## src/rtl/uart_tx_if.sv

```systemverilog
// Byte handshake between a producer and the UART transmitter.
// The producer drives data_in/data_in_valid; the transmitter answers with ready.
interface uart_tx_if #(
    parameter int DATA_BITS = 8
);
    logic [DATA_BITS-1:0] data_in;
    logic                 data_in_valid;
    logic                 ready;

    modport master (output data_in, output data_in_valid, input ready);
    modport slave  (input data_in, input data_in_valid, output ready);
endinterface

```

## src/rtl/uart_tx.sv

```systemverilog
// UART transmitter: start, DATA_BITS LSB-first, optional even parity, STOP_BITS stop bits.
// Define UART_TX_PARITY_EN to insert the even-parity bit after the data bits.
module uart_tx #(
    parameter int CLK_HZ      = 66_000_000,
    parameter int BITRATE_BPS = 9_600,
    parameter int DATA_BITS   = 8,
    parameter int STOP_BITS   = 1
) (
    input  logic      clk,
    input  logic      rst_n,
    uart_tx_if.slave  bus,
    output logic      tx,
    output logic      busy,
    output logic      tx_done
);
    localparam int BIT_CLK = CLK_HZ / BITRATE_BPS;
    localparam int CNT_W   = (BIT_CLK > 1) ? $clog2(BIT_CLK) : 1;
    localparam int IDX_W   = $clog2(DATA_BITS);
    localparam logic [CNT_W-1:0] CNT_LAST = CNT_W'(BIT_CLK - 1);
    localparam logic [IDX_W-1:0] IDX_LAST = IDX_W'(DATA_BITS - 1);

`ifdef UART_TX_PARITY_EN
    typedef enum logic [2:0] {IDLE, START, DATA, STOP, PARITY} state_t;
`else
    typedef enum logic [2:0] {IDLE, START, DATA, STOP} state_t;
`endif

    state_t               state, state_n;
    logic [CNT_W-1:0]     cnt, cnt_n;
    logic [IDX_W-1:0]     idx, idx_n;
    logic                 stop_idx, stop_idx_n;
    logic [DATA_BITS-1:0] sh, sh_n;
    logic                 tx_n;
    logic                 wrap, stop_last, accept;
`ifdef UART_TX_PARITY_EN
    logic                 par, par_n;
`endif

    assign wrap      = (cnt == CNT_LAST);
    // Ready re-opens in the final stop cycle so a waiting byte follows with no idle gap.
    assign stop_last = (state == STOP) && wrap && (stop_idx == 1'(STOP_BITS - 1));
    assign bus.ready = (state == IDLE) || stop_last;
    assign busy      = ~bus.ready;
    assign tx_done   = stop_last;
    assign accept    = bus.data_in_valid && bus.ready;

    always_ff @(posedge clk or negedge rst_n) begin
        if (!rst_n) begin
            state    <= IDLE;
            cnt      <= '0;
            idx      <= '0;
            stop_idx <= 1'b0;
            sh       <= '0;
            tx       <= 1'b1;
`ifdef UART_TX_PARITY_EN
            par      <= 1'b0;
`endif
        end else begin
            state    <= state_n;
            cnt      <= cnt_n;
            idx      <= idx_n;
            stop_idx <= stop_idx_n;
            sh       <= sh_n;
            tx       <= tx_n;
`ifdef UART_TX_PARITY_EN
            par      <= par_n;
`endif
        end
    end

    always_comb begin
        state_n    = state;
        cnt_n      = (state == IDLE || wrap) ? '0 : cnt + 1'b1;
        idx_n      = idx;
        stop_idx_n = stop_idx;
        sh_n       = sh;
        tx_n       = tx;
`ifdef UART_TX_PARITY_EN
        par_n      = par;
`endif
        case (state)
            IDLE: begin
                if (accept) begin
                    state_n = START;
                    tx_n    = 1'b0;
                    sh_n    = bus.data_in;
`ifdef UART_TX_PARITY_EN
                    par_n   = ^bus.data_in;
`endif
                end
            end
            START: begin
                if (wrap) begin
                    state_n = DATA;
                    idx_n   = '0;
                    tx_n    = sh[0];
                end
            end
            DATA: begin
                if (wrap) begin
                    if (idx == IDX_LAST) begin
`ifdef UART_TX_PARITY_EN
                        state_n    = PARITY;
                        tx_n       = par;
`else
                        state_n    = STOP;
                        stop_idx_n = 1'b0;
                        tx_n       = 1'b1;
`endif
                    end else begin
                        idx_n = idx + 1'b1;
                        sh_n  = sh >> 1;
                        tx_n  = sh[1];
                    end
                end
            end
`ifdef UART_TX_PARITY_EN
            PARITY: begin
                if (wrap) begin
                    state_n    = STOP;
                    stop_idx_n = 1'b0;
                    tx_n       = 1'b1;
                end
            end
`endif
            STOP: begin
                if (stop_last) begin
                    if (accept) begin
                        state_n = START;
                        tx_n    = 1'b0;
                        sh_n    = bus.data_in;
`ifdef UART_TX_PARITY_EN
                        par_n   = ^bus.data_in;
`endif
                    end else begin
                        state_n = IDLE;
                    end
                end else if (wrap) begin
                    stop_idx_n = 1'b1;
                end
            end
            default: begin
                state_n = IDLE;
                tx_n    = 1'b1;
            end
        endcase
    end
endmodule
```

## src/flat_wrapper.sv

```systemverilog
// flat-port wrapper written by rule: the top's interface ports become plain ports
module uart_tx_flat 
#(
    parameter int CLK_HZ      = 66_000_000,
    parameter int BITRATE_BPS = 9_600,
    parameter int DATA_BITS   = 8,
    parameter int STOP_BITS   = 1
)
  (clk, rst_n, tx, busy, tx_done, bus_data_in, bus_data_in_valid, bus_ready);
  uart_tx_if #(.DATA_BITS(DATA_BITS)) bus_i ();
  input  logic clk;
  input  logic rst_n;
  output logic tx;
  output logic busy;
  output logic tx_done;
  input wire logic [$bits(bus_i.data_in)-1:0] bus_data_in;
  input wire logic [$bits(bus_i.data_in_valid)-1:0] bus_data_in_valid;
  output wire logic [$bits(bus_i.ready)-1:0] bus_ready;
  assign bus_i.data_in = bus_data_in;
  assign bus_i.data_in_valid = bus_data_in_valid;
  assign bus_ready = bus_i.ready;
  uart_tx #(.CLK_HZ(CLK_HZ), .BITRATE_BPS(BITRATE_BPS), .DATA_BITS(DATA_BITS), .STOP_BITS(STOP_BITS)) u_core (.clk(clk), .rst_n(rst_n), .bus(bus_i), .tx(tx), .busy(busy), .tx_done(tx_done));
endmodule
```

## config.mk

```make
export PLATFORM = sky130hd
export DESIGN_NAME = uart_tx_flat
export DESIGN_NICKNAME = d
export VERILOG_FILES = /design/src/rtl/uart_tx_if.sv /design/src/rtl/uart_tx.sv /design/src/flat_wrapper.sv
export SDC_FILE = /design/constraint.sdc
export NUM_CORES = 1
export LEC_CHECK = 0
export ABC_AREA = 1
export CAP_MARGIN = 20
export CORE_ASPECT_RATIO = 1.75
export CORE_MARGIN = 2
export CORE_UTILIZATION = 51
export DETAILED_ROUTE_END_ITERATION = 10
export PLACE_DENSITY_LB_ADDON = 0.12
export SLEW_MARGIN = 20
export SYNTH_ARGS = -nofsm -noshare
export SYNTH_HDL_FRONTEND = slang
export SYNTH_SLANG_ARGS = --single-unit
export TNS_END_PERCENT = 20
```

## constraint.sdc

```tcl
create_clock -name clk -period 1.7 [get_ports clk]
set_input_delay 0.255 -clock clk [delete_from_list [all_inputs] [get_ports clk]]
set_output_delay 0.255 -clock clk [all_outputs]
set_load 0.01 [all_outputs]
```

==> Word level (Yosys, flattened, before mapping) <==
Cells that the tools add are included.
{ "op_classes": {"mux": 28, "addsub": 2, "n_bitwise": 2, "n_reduce_logical": 14, "n_eq_ne": 13} }
{ "op_table": {"columns": ["op", "n"], "rows": [
  ["$mux 8", 4],
  ["$mux 3", 8],
  ["$pmux 8 s3", 1],
  ["$add 13x1->13 const B", 1],
  ["$eq 13x13->1 const B", 1],
  ["$mux 13", 1],
  ["$ne 2x1->1 const B", 6],
  ["$pmux 3 s4", 1],
  ["$mux 1", 10],
  ["$reduce_and 5->1", 2],
  ["$reduce_and 4->1", 2],
  ["$eq 3x2->1 const B", 2],
  ["$pmux 3 s2", 1],
  ["$ne 2x2->1 const B", 2],
  ["$pmux 1 s4", 1],
  ["$reduce_bool 2->1", 2],
  ["$add 3x1->3 const B", 1],
  ["$eq 3x1->1 const B", 1],
  ["$eq 3x3->1 const B", 1],
  ["$logic_and 1x1->1", 3],
  ["$logic_not 3->1", 1],
  ["$reduce_and 3->1", 1],
  ["$reduce_bool 3->1", 1],
  ["$logic_or 1x1->1", 2],
  ["other kinds (2)", 3]
]} }
{ "totals": {"out_inout_bits": 4, "register_bits": 29, "in_bits": 11, "wordCells": 65} }

==> Depth between registers and ports, before layout <==
Gate-level depths: netlist of run 1.
{ "depth": {"depth_word": 8, "mapped_depth": 11, "ltp_nobuf": 11} }

==> Least setup slack after synthesis of run 1 <==
Ideal clock, no wire load.
{ "synth_timing": {"path_kind": "reg2reg", "start": "register u_core.state[0]", "end": "register u_core.sh[0]", "required_time_ns": 1.584, "arrival_time_ns": 1.536, "setup_slack_ns": 0.048, "setup_ns": 0.116, "path_stages_with_launch": 12, "cell_sequence": "dfrtp_1 -> inv_1 -> ha_1 -> buf_2 -> inv_1 -> nand2_1 -> nand2_4 -> nand2_4 -> a21oi_4 -> nand2_4 -> nand2_1 -> nand2_1"} }
{ "synth_via": {"elab_chain_len": 8, "elab_cells_between_ends": 15} }
{ "synth_lines": {"columns": ["element", "line", "source"], "rows": [
  ["start, declared", "uart_tx.sv:28", "state_t state, state_n;"],
  ["start signal, assigned", "uart_tx.sv:59", "state <= state_n;"],
  ["$eq 3x2->1", "uart_tx.sv:41, uart_tx.sv:81", null],
  ["$logic_and 1x1->1 (2 in series)", "uart_tx.sv:41", "assign stop_last = (state == STOP) && wrap && (stop_idx == 1'(STOP_BITS - 1));"],
  ["$logic_or 1x1->1", "uart_tx.sv:42", "assign bus.ready = (state == IDLE) || stop_last;"],
  ["$logic_and 1x1->1", "uart_tx.sv:45", "assign accept = bus.data_in_valid && bus.ready;"],
  ["$mux 8 (2 in series)", null, null],
  ["$pmux 8 s3", "uart_tx.sv:81", "case (state)"],
  ["end signal, assigned", "uart_tx.sv:63", "sh <= sh_n;"],
  ["end, declared", "uart_tx.sv:32", "logic [DATA_BITS-1:0] sh, sh_n;"]
]} }
Parallel ways exist; a longest one is shown, timed or not. The select of a mux whose other input is x is not followed.
A chain may end at the register's enable or synchronous reset.

==> Worst setup path in the final report of run 1 <==
{ "layout_timing": {"start": "register u_core.cnt[0]", "end": "register u_core.sh[7]"} }
{ "layout_via": {"elab_chain_len": 8, "elab_cells_between_ends": 11} }
{ "layout_lines": {"columns": ["element", "line", "source"], "rows": [
  ["start, declared", "uart_tx.sv:29", "logic [CNT_W-1:0] cnt, cnt_n;"],
  ["start signal, assigned", "uart_tx.sv:60", "cnt <= cnt_n;"],
  ["$eq 13x13->1 *", "uart_tx.sv:39", "assign wrap = (cnt == CNT_LAST);"],
  ["$logic_and 1x1->1 (2 in series)", "uart_tx.sv:41", null],
  ["$logic_or 1x1->1", "uart_tx.sv:42", null],
  ["$logic_and 1x1->1", "uart_tx.sv:45", null],
  ["$mux 8 (2 in series)", null, null],
  ["$pmux 8 s3", null, null]
]} }
Mark *: on every way between the ends. The rest lies on a longest branch, timed or not. The select of a mux whose other input is x is not followed.

==> results.py, run 1 <==
metrics = {
    "placement": {
        "placed_cell_area_um2": 2073,
        "dp.cells": 298,
        "detailedPlacementHpwl_um": 3045,
        "io_port_bufs": 14,
        "finalWeightedCongestion": 0.9348,
    },
    "synth": {
        "cells_after_synth": 212,
        "synth_cell_types": 26,
        "syn_nets": 231,
        "synth_area_um2": 1660,
        "asyncSetResetFlopFracSynth_pct": 100.0,
        "post_synth.cell_area_avg_um2": 7.832,
        "synth_enable_flop_cells": 0,
        "synth.yosys.seq_area_share_pct": 42.28,
        "synth.ff_latch_count": 28,
        "yosysWarnings": 0,
        "dominantRegCellSynth": "sky130_fd_sc_hd__dfrtp_1",
    },
    "cts": {
        "cts_hold_buffers": 0,
        "clk_latency_ps": 280,
        "clock_pin_slew_reported_for_the_worst_setup_and_hold_paths_after_clock_tree_synthesis_ps": 90,
        "tritoncts": "yes",
        "cts-root-to-sink-buffers": 2,
        "cts_made_buffers": 3,
        "htree_num_levels": 1,
        "count_of_clock_tree_sinks": 28,
        "clock-root-buffer": "sky130_fd_sc_hd__clkbuf_8",
    },
    "timing": {
        "fin_worst_hold_slack_ps": 352.6,
        "final_worst_slack_ps": -126.9,
        "finClkSkew_ps": 6.033,
        "max_slew.worst_pin.slew_ps": 368.6,
        "final.setup.tns_ps": -1221,
        "max_clock_freq_mhz": 547.4,
        "setup_repair_after_global_routing_missed_its_margin": "true",
        "post-route-min-period_ps": 1827,
        "max_slew_headroom_at_the_worst_pin_pct": 75.43,
        "final_min_period_over_clock_period_pct": 107.5,
        "maxSlewViolCount": 0,
        "hold_violations": 0,
        "finalSetupViolCount": 13,
    },
    "route": {
        "drt-initial-drc-count": 25,
        "final_antenna_net_count": 0,
        "drt_wl_cell_um": 13.24,
        "drtPass1Iterations": 4,
        "vias_per_cell": 5.003,
        "route.vias.total": 1531,
        "routed_wire_length_um": 4050,
        "drt_drc_violations_left": 0,
    },
    "layout": {
        "antenna_cells": 0,
        "area_growth_pct": 36.40,
        "fin_nets": 283,
        "finalInstanceArea_um2": 2265,
        "final_cells": 306,
        "post_route_cells_drive_above_1_share_pct": 31.18,
    },
    "status": {
        "status": "complete, but fails checks",
        "violations": "negative setup slack",
    },
    "setup_path": {
        "required_time_reported_for_the_critical_path_endpoint_ps": 1880,
        "path_cells": "inv_1 > ha_2 > nand2_2 > nor2_4 > buf_6 > buf_6 > nand3_4 > nand2_4 > nand2_4 > a21oi_4 > nand2_4 > nand2_2 > nand2_1",
        "path_common_cell": "sky130_fd_sc_hd__nand2_4",
        "timing.critical_path.from_type": "flip-flop",
        "slowest_stage": "sky130_fd_sc_hd__dfrtp_1",
        "critPathKind": "reg -> reg",
        "endpoint_kind": "flip-flop",
        "worstPathArrival_ps": 2000,
        "path_max_fanout": 8,
        "timing.critical_path.slowest_cell_delay_ps": 400,
    },
    "global_routing": {
        "vias_in_the_first_global_route": 1579,
        "grt_start_max_net_pins": 29,
        "global_route.usage.met3_pct": 2.489,
        "groute.usage.overall_pct": 24.44,
        "globalRouteMet1Util_pct": 22.08,
        "antenna_found_initial": 0,
        "grt_first_pass_wirelength_um": 6548,
        "grt.overflow.total": 0,
        "grt_busiest_layer": "met2",
        "gr-usage-met2_pct": 49.04,
    },
    "power": {
        "total_power_mw": 3.160,
        "leakage_nw": 1.168,
        "power_density_nw_per_um2": 1395,
        "worst_ir_drop_vdd_v": 0.001097,
    },
    "floorplanning": {
        "num_io_pins": 15,
        "placementRows": 27,
        "design.die.area_um2": 3746,
        "fp.dieH_um": 79.48,
        "area_of_the_core_um2": 3142,
        "floorplan_die_width_um": 47.13,
        "effective_utilization_at_floorplan_pct": 52.85,
    },
    "worst_hold_path": {
        "worstHoldPathType": "in -> async",
    },
    "flow_run": {
        "cap_violations": 0,
    },
}
## cells in the final DEF, fill, tap and decap left out, drive strengths merged
cell type	synthesis	routed
dfrtp	27	27
nand2	81	81
dfstp	1	1
nor3	6	6
clkbuf	0	3
buf	3	39
nor2	20	20
o21ai	3	3
bufinv	0	1
nor3b	3	3
xnor2	1	1
o22ai	1	1
ha	8	8
nand4	3	3
a21oi	8	8
o31a	1	1
inv	24	24
clkdlybuf4s50	0	11
nand3	22	22
## worst max-delay path, delay by kind of cell (launching register included)
kind | cells | cell delay, ps
and+or+nand+nor | 8 | 660
DFF | 1 | 400
buffers and inverters | 3 | 260
AOI/OAI and AO/OA | 1 | 210
adders and majority gates | 1 | 170
## Yosys cell counts, types with 2 or more instances
cell                      count  area (um^2)
sky130_fd_sc_hd__o21ai_0      3        15.01
sky130_fd_sc_hd__nor2_4       2        22.52
sky130_fd_sc_hd__a21oi_1      7        35.03
sky130_fd_sc_hd__nand2_4      5        56.30
sky130_fd_sc_hd__buf_2        2        10.01
sky130_fd_sc_hd__nand2_2      4        25.02
sky130_fd_sc_hd__nor2_1      14        52.55
sky130_fd_sc_hd__ha_1         8        100.1
sky130_fd_sc_hd__nand4_1      2        12.51
sky130_fd_sc_hd__nand3_1     21        105.1
sky130_fd_sc_hd__nand2_1     72        270.3
sky130_fd_sc_hd__nor2_2       4        25.02
sky130_fd_sc_hd__inv_2        3        11.26
sky130_fd_sc_hd__dfrtp_1     27        675.7
sky130_fd_sc_hd__inv_1       21        78.83
sky130_fd_sc_hd__nor3b_1      3        22.52
sky130_fd_sc_hd__nor3_1       5        25.02
## per-layer routing
metal  vias up  wire, um
met1       709      1351
met4         0       168
li1        778         -
met5         -         0
met2        29      2441
met3        15        89
## repair_timing
| action | 4_1_cts | 5_1_grt |
|---|---|---|
| pin swaps | 3 | 10 |
| endpoints found under the setup margin | 21 | 29 |
| buffers inserted | 4 | 2 |
| resized for setup | 18 | 23 |
## report_power, final
group | switching (mW) | total, mW | internal [mW]
Clock | 0.219 | 0.534 | 0.316
Sequential | 0.107 | 0.949 | 0.842
Combinational | 0.964 | 1.68 | 0.712
## sequential cells by signal, indices dropped and copies added (netlist names)
register         count
u_core.state         2
u_core.idx           3
u_core.stop_idx      1
u_core.sh            8
u_core.cnt          13
u_core.tx            1
## cell families (layout without fill, tap and decap cells)
family	count (synthesis)	in the layout	share of synthesized area [%]
flip-flops	28	28	42.28
AND/OR/NAND/NOR	135	135	39.56
buffers and inverters	27	78	6.707
AO/OA/AOI/OAI	13	13	4.898
XOR/XNOR	1	1	0.5276
adder cells (fa/ha/maj)	8	8	6.029
## layout make-up
cell class              instances  area [um^2]
clock buffers                   3        41.29
clock inverters                 1        30.03
fillers                       256        877.1
well taps                      43        53.80
flip-flops and latches         28        701.9
multi-input cells             157        929.6
inverters                      24        90.09
repair buffers                 50        417.9
## worst paths after layout
check / start / endpoint / slack (ps) / cells past startpoint
hold / removal: rst_n / u_core.cnt[3]$_DFF_PN0_ / 350 / 2
setup / recovery: u_core.cnt[0]$_DFF_PN0_ / u_core.sh[7]$_DFFE_PN0P_ / -130 / 13
setup reg to reg: u_core.cnt[0]$_DFF_PN0_ / u_core.sh[7]$_DFFE_PN0P_ / -130 / 13
min in group clk: u_core.tx$_DFFE_PN1P_ / u_core.tx$_DFFE_PN1P_ / 460 / 2
max in group asynchronous: rst_n / u_core.tx$_DFFE_PN1P_ / 1040 / 2
hold reg to reg: u_core.tx$_DFFE_PN1P_ / u_core.tx$_DFFE_PN1P_ / 460 / 2
## per-stage QoR
step           util, %  setup slack (ps)
2_1_floorplan        -             47.90
3_3_place_gp     65.99            -89.14
3_5_place_dp     65.99            -106.6
4_1_cts          69.22            -129.9
5_1_grt          72.08            -238.3
6_report         72.08            -126.9
Note: power is estimated with default switching activity, not from simulation.
==> inputs of run 2 (changes only) <==
--- a/config.mk
+++ b/config.mk
@@ -6,12 +6,11 @@
 export NUM_CORES = 1
 export LEC_CHECK = 0
 export ABC_AREA = 1
-export CAP_MARGIN = 20
 export CORE_ASPECT_RATIO = 1.75
 export CORE_MARGIN = 2
 export CORE_UTILIZATION = 51
 export DETAILED_ROUTE_END_ITERATION = 10
-export PLACE_DENSITY_LB_ADDON = 0.12
+export PLACE_DENSITY = 0.72
 export SLEW_MARGIN = 20
 export SYNTH_ARGS = -nofsm -noshare
 export SYNTH_HDL_FRONTEND = slang
==> results.py, run 2 (synthesis gave the netlist of run 1 again) <==
metrics = {
    "route": {
        "route.vias.total": 1594,
        "routed_wire_length_um": 3885,
        "drtPass1Iterations": 4,
        "drt_drc_violations_left": 0,
        "vias_per_cell": 5.044,
        "drt_wl_cell_um": 12.29,
        "drt-initial-drc-count": 22,
        "final_antenna_net_count": 0,
    },
    "power": {
        "combinationalPowerShare_pct": 56.7,
        "total_switching_power_mw": 1.368,
        "leakage_nw": 1.229,
        "cellInternalPower_mw": 2.078,
        "netSwitchingFraction_pct": 39.70,
        "power_density_nw_per_um2": 1462,
        "worst_ir_drop_vdd_v": 0.001214,
        "total_power_mw": 3.447,
        "pwr-share-clk_pct": 15.5,
        "sequential_share_of_power_pct": 27.8,
    },
    "status": {
        "violations": "negative setup slack",
        "status": "complete, but fails checks",
    },
    "placement": {
        "placed_cell_area_um2": 2126,
        "detailedPlacementHpwl_um": 2946,
        "dp.cells": 305,
        "io_port_bufs": 14,
        "finalWeightedCongestion": 0.8300,
    },
    "cts": {
        "tritoncts": "yes",
        "clock-root-buffer": "sky130_fd_sc_hd__clkbuf_8",
        "cts_made_buffers": 3,
        "count_of_clock_tree_sinks": 28,
        "cts_hold_buffers": 0,
        "clock_pin_slew_reported_for_the_worst_setup_and_hold_paths_after_clock_tree_synthesis_ps": 100,
        "cts-root-to-sink-buffers": 2,
        "htree_num_levels": 1,
        "clk_latency_ps": 280,
    },
    "global_routing": {
        "grt_start_max_net_pins": 29,
        "antenna_found_initial": 0,
        "vias_in_the_first_global_route": 1582,
        "grt_first_pass_wirelength_um": 6561,
        "grt.overflow.total": 0,
        "groute.usage.overall_pct": 23.56,
    },
    "setup_path": {
        "critPathKind": "reg -> reg",
        "timing.reg2reg.worst_path_depth": 13,
        "worstPathArrival_ps": 2020,
        "endpoint_kind": "flip-flop",
        "timing.critical_path.from_type": "flip-flop",
        "required_time_reported_for_the_critical_path_endpoint_ps": 1880,
        "path_max_fanout": 8,
    },
    "timing": {
        "post-route-min-period_ps": 1848,
        "setup_repair_after_global_routing_missed_its_margin": "true",
        "max_slew_headroom_at_the_worst_pin_pct": 75.04,
        "hold_violations": 0,
        "final_worst_slack_ps": -147.7,
        "finalSetupViolCount": 11,
        "max_slew.worst_pin.slew_ps": 374.4,
        "final.setup.tns_ps": -1115,
        "final_min_period_over_clock_period_pct": 108.7,
        "fin_worst_hold_slack_ps": 341.9,
        "maxSlewViolCount": 0,
        "max_clock_freq_mhz": 541.2,
        "finClkSkew_ps": 2.397,
    },
    "flow_run": {
        "cap_violations": 0,
    },
    "floorplanning": {
        "effective_utilization_at_floorplan_pct": 52.85,
        "design.die.area_um2": 3746,
        "fp.dieH_um": 79.48,
        "floorplan_die_width_um": 47.13,
        "num_io_pins": 15,
        "placementRows": 27,
        "area_of_the_core_um2": 3142,
    },
    "worst_hold_path": {
        "worstHoldPathType": "in -> async",
    },
    "layout": {
        "fin_nets": 293,
        "area_growth_pct": 41.97,
        "layout.filler_cells": 240,
        "finalInstanceArea_um2": 2357,
        "antenna_cells": 0,
        "most_frequent_cells_in_the_layout": "sky130_fd_sc_hd__nand2_1, sky130_fd_sc_hd__buf_4, sky130_fd_sc_hd__dfrtp_1, sky130_fd_sc_hd__nand3_1, sky130_fd_sc_hd__inv_1",
        "final_cells": 316,
        "final_common_cell": "sky130_fd_sc_hd__nand2_1",
        "largest-register": "u_core.cnt",
        "largest_register_ff_count": 13,
        "reg.largest.list": "u_core.cnt: 13 flops, u_core.sh: 8 flops, u_core.idx: 3 flops",
        "post_route_cells_drive_above_1_share_pct": 35.90,
    },
}
## run 2: cell count changes in the layout (fill, tap and decap cells not counted), sizes merged
cell,change
buf,+10
## run 2: final cells by class
class | instances | area, um^2 | share of cell area [%]
Multi-Input combinational cell | 157 | 938.4 | 39.81
Sequential cell | 28 | 701.9 | 29.78
Timing Repair Buffer | 60 | 501.7 | 21.28
Clock buffer | 3 | 41.29 | 1.752
Clock inverter | 1 | 30.03 | 1.274
Tap cell | 43 | 53.80 | 2.282
Inverter | 24 | 90.09 | 3.822
## run 2: metal layers
layer / up-vias / global-route usage (%) / wire length, um
li1: 795 / - / -
met1: 770 / 25.58 / 1467
met2: 23 / 44.25 / 2285
met3: 6 / 2.262 / 67
met4: 0 / 7.500 / 64
met5: - / 0 / 0
## run 2: final timing paths
check,startpoint,endpoint,slack [ps]
worst max-delay path,u_core.cnt[0]$_DFF_PN0_,u_core.sh[1]$_DFFE_PN0P_,-150
worst min-delay path,rst_n,u_core.cnt[12]$_DFF_PN0_,340
worst max register to register,u_core.cnt[0]$_DFF_PN0_,u_core.sh[1]$_DFFE_PN0P_,-150
worst min register to register,u_core.tx$_DFFE_PN1P_,u_core.tx$_DFFE_PN1P_,470
max in group asynchronous,rst_n,u_core.tx$_DFFE_PN1P_,1050
min in group clk,u_core.tx$_DFFE_PN1P_,u_core.tx$_DFFE_PN1P_,470
## run 2: stage by stage
step                util (%)  setup slack (ps)
floorplan                  -             47.90
finish                 75.03            -147.7
detailed placement     67.66            -155.1
global placement       67.66            -139.9
global route           75.03            -256.7
CTS                    71.05            -122.5
## run 2: critical path, cell delays in order, from the launching register on
cell and delay [ps]:
sky130_fd_sc_hd__dfrtp_1 400, sky130_fd_sc_hd__inv_2 70, sky130_fd_sc_hd__ha_4 130, sky130_fd_sc_hd__nand2_4 40
sky130_fd_sc_hd__nor2_4 90, sky130_fd_sc_hd__buf_6 110, sky130_fd_sc_hd__buf_6 90, sky130_fd_sc_hd__nand3_4 70
sky130_fd_sc_hd__nand2_4 90, sky130_fd_sc_hd__nand2_4 60, sky130_fd_sc_hd__a21oi_4 290, sky130_fd_sc_hd__nand2_4 150
sky130_fd_sc_hd__nand2_2 100, sky130_fd_sc_hd__nand2_1 50
## run 2: power groups by stage
stage          sequential, mW  clock [mW]  combinational [mW]
3_5_place_dp            0.952           0                1.64
6_report                0.959       0.535                1.95
5_1_grt                 0.970       0.563                2.18
4_1_cts                 0.937       0.539                1.70
3_3_place_gp            0.940           0                1.60
2_1_floorplan           0.953           0               0.924
## run 2: what timing repair did
action | in CTS | in global routing
gates resized for setup | 16 | 30
setup buffers | 4 | 3
setup endpoints to repair | 13 | 29
pin swaps | 4 | 12
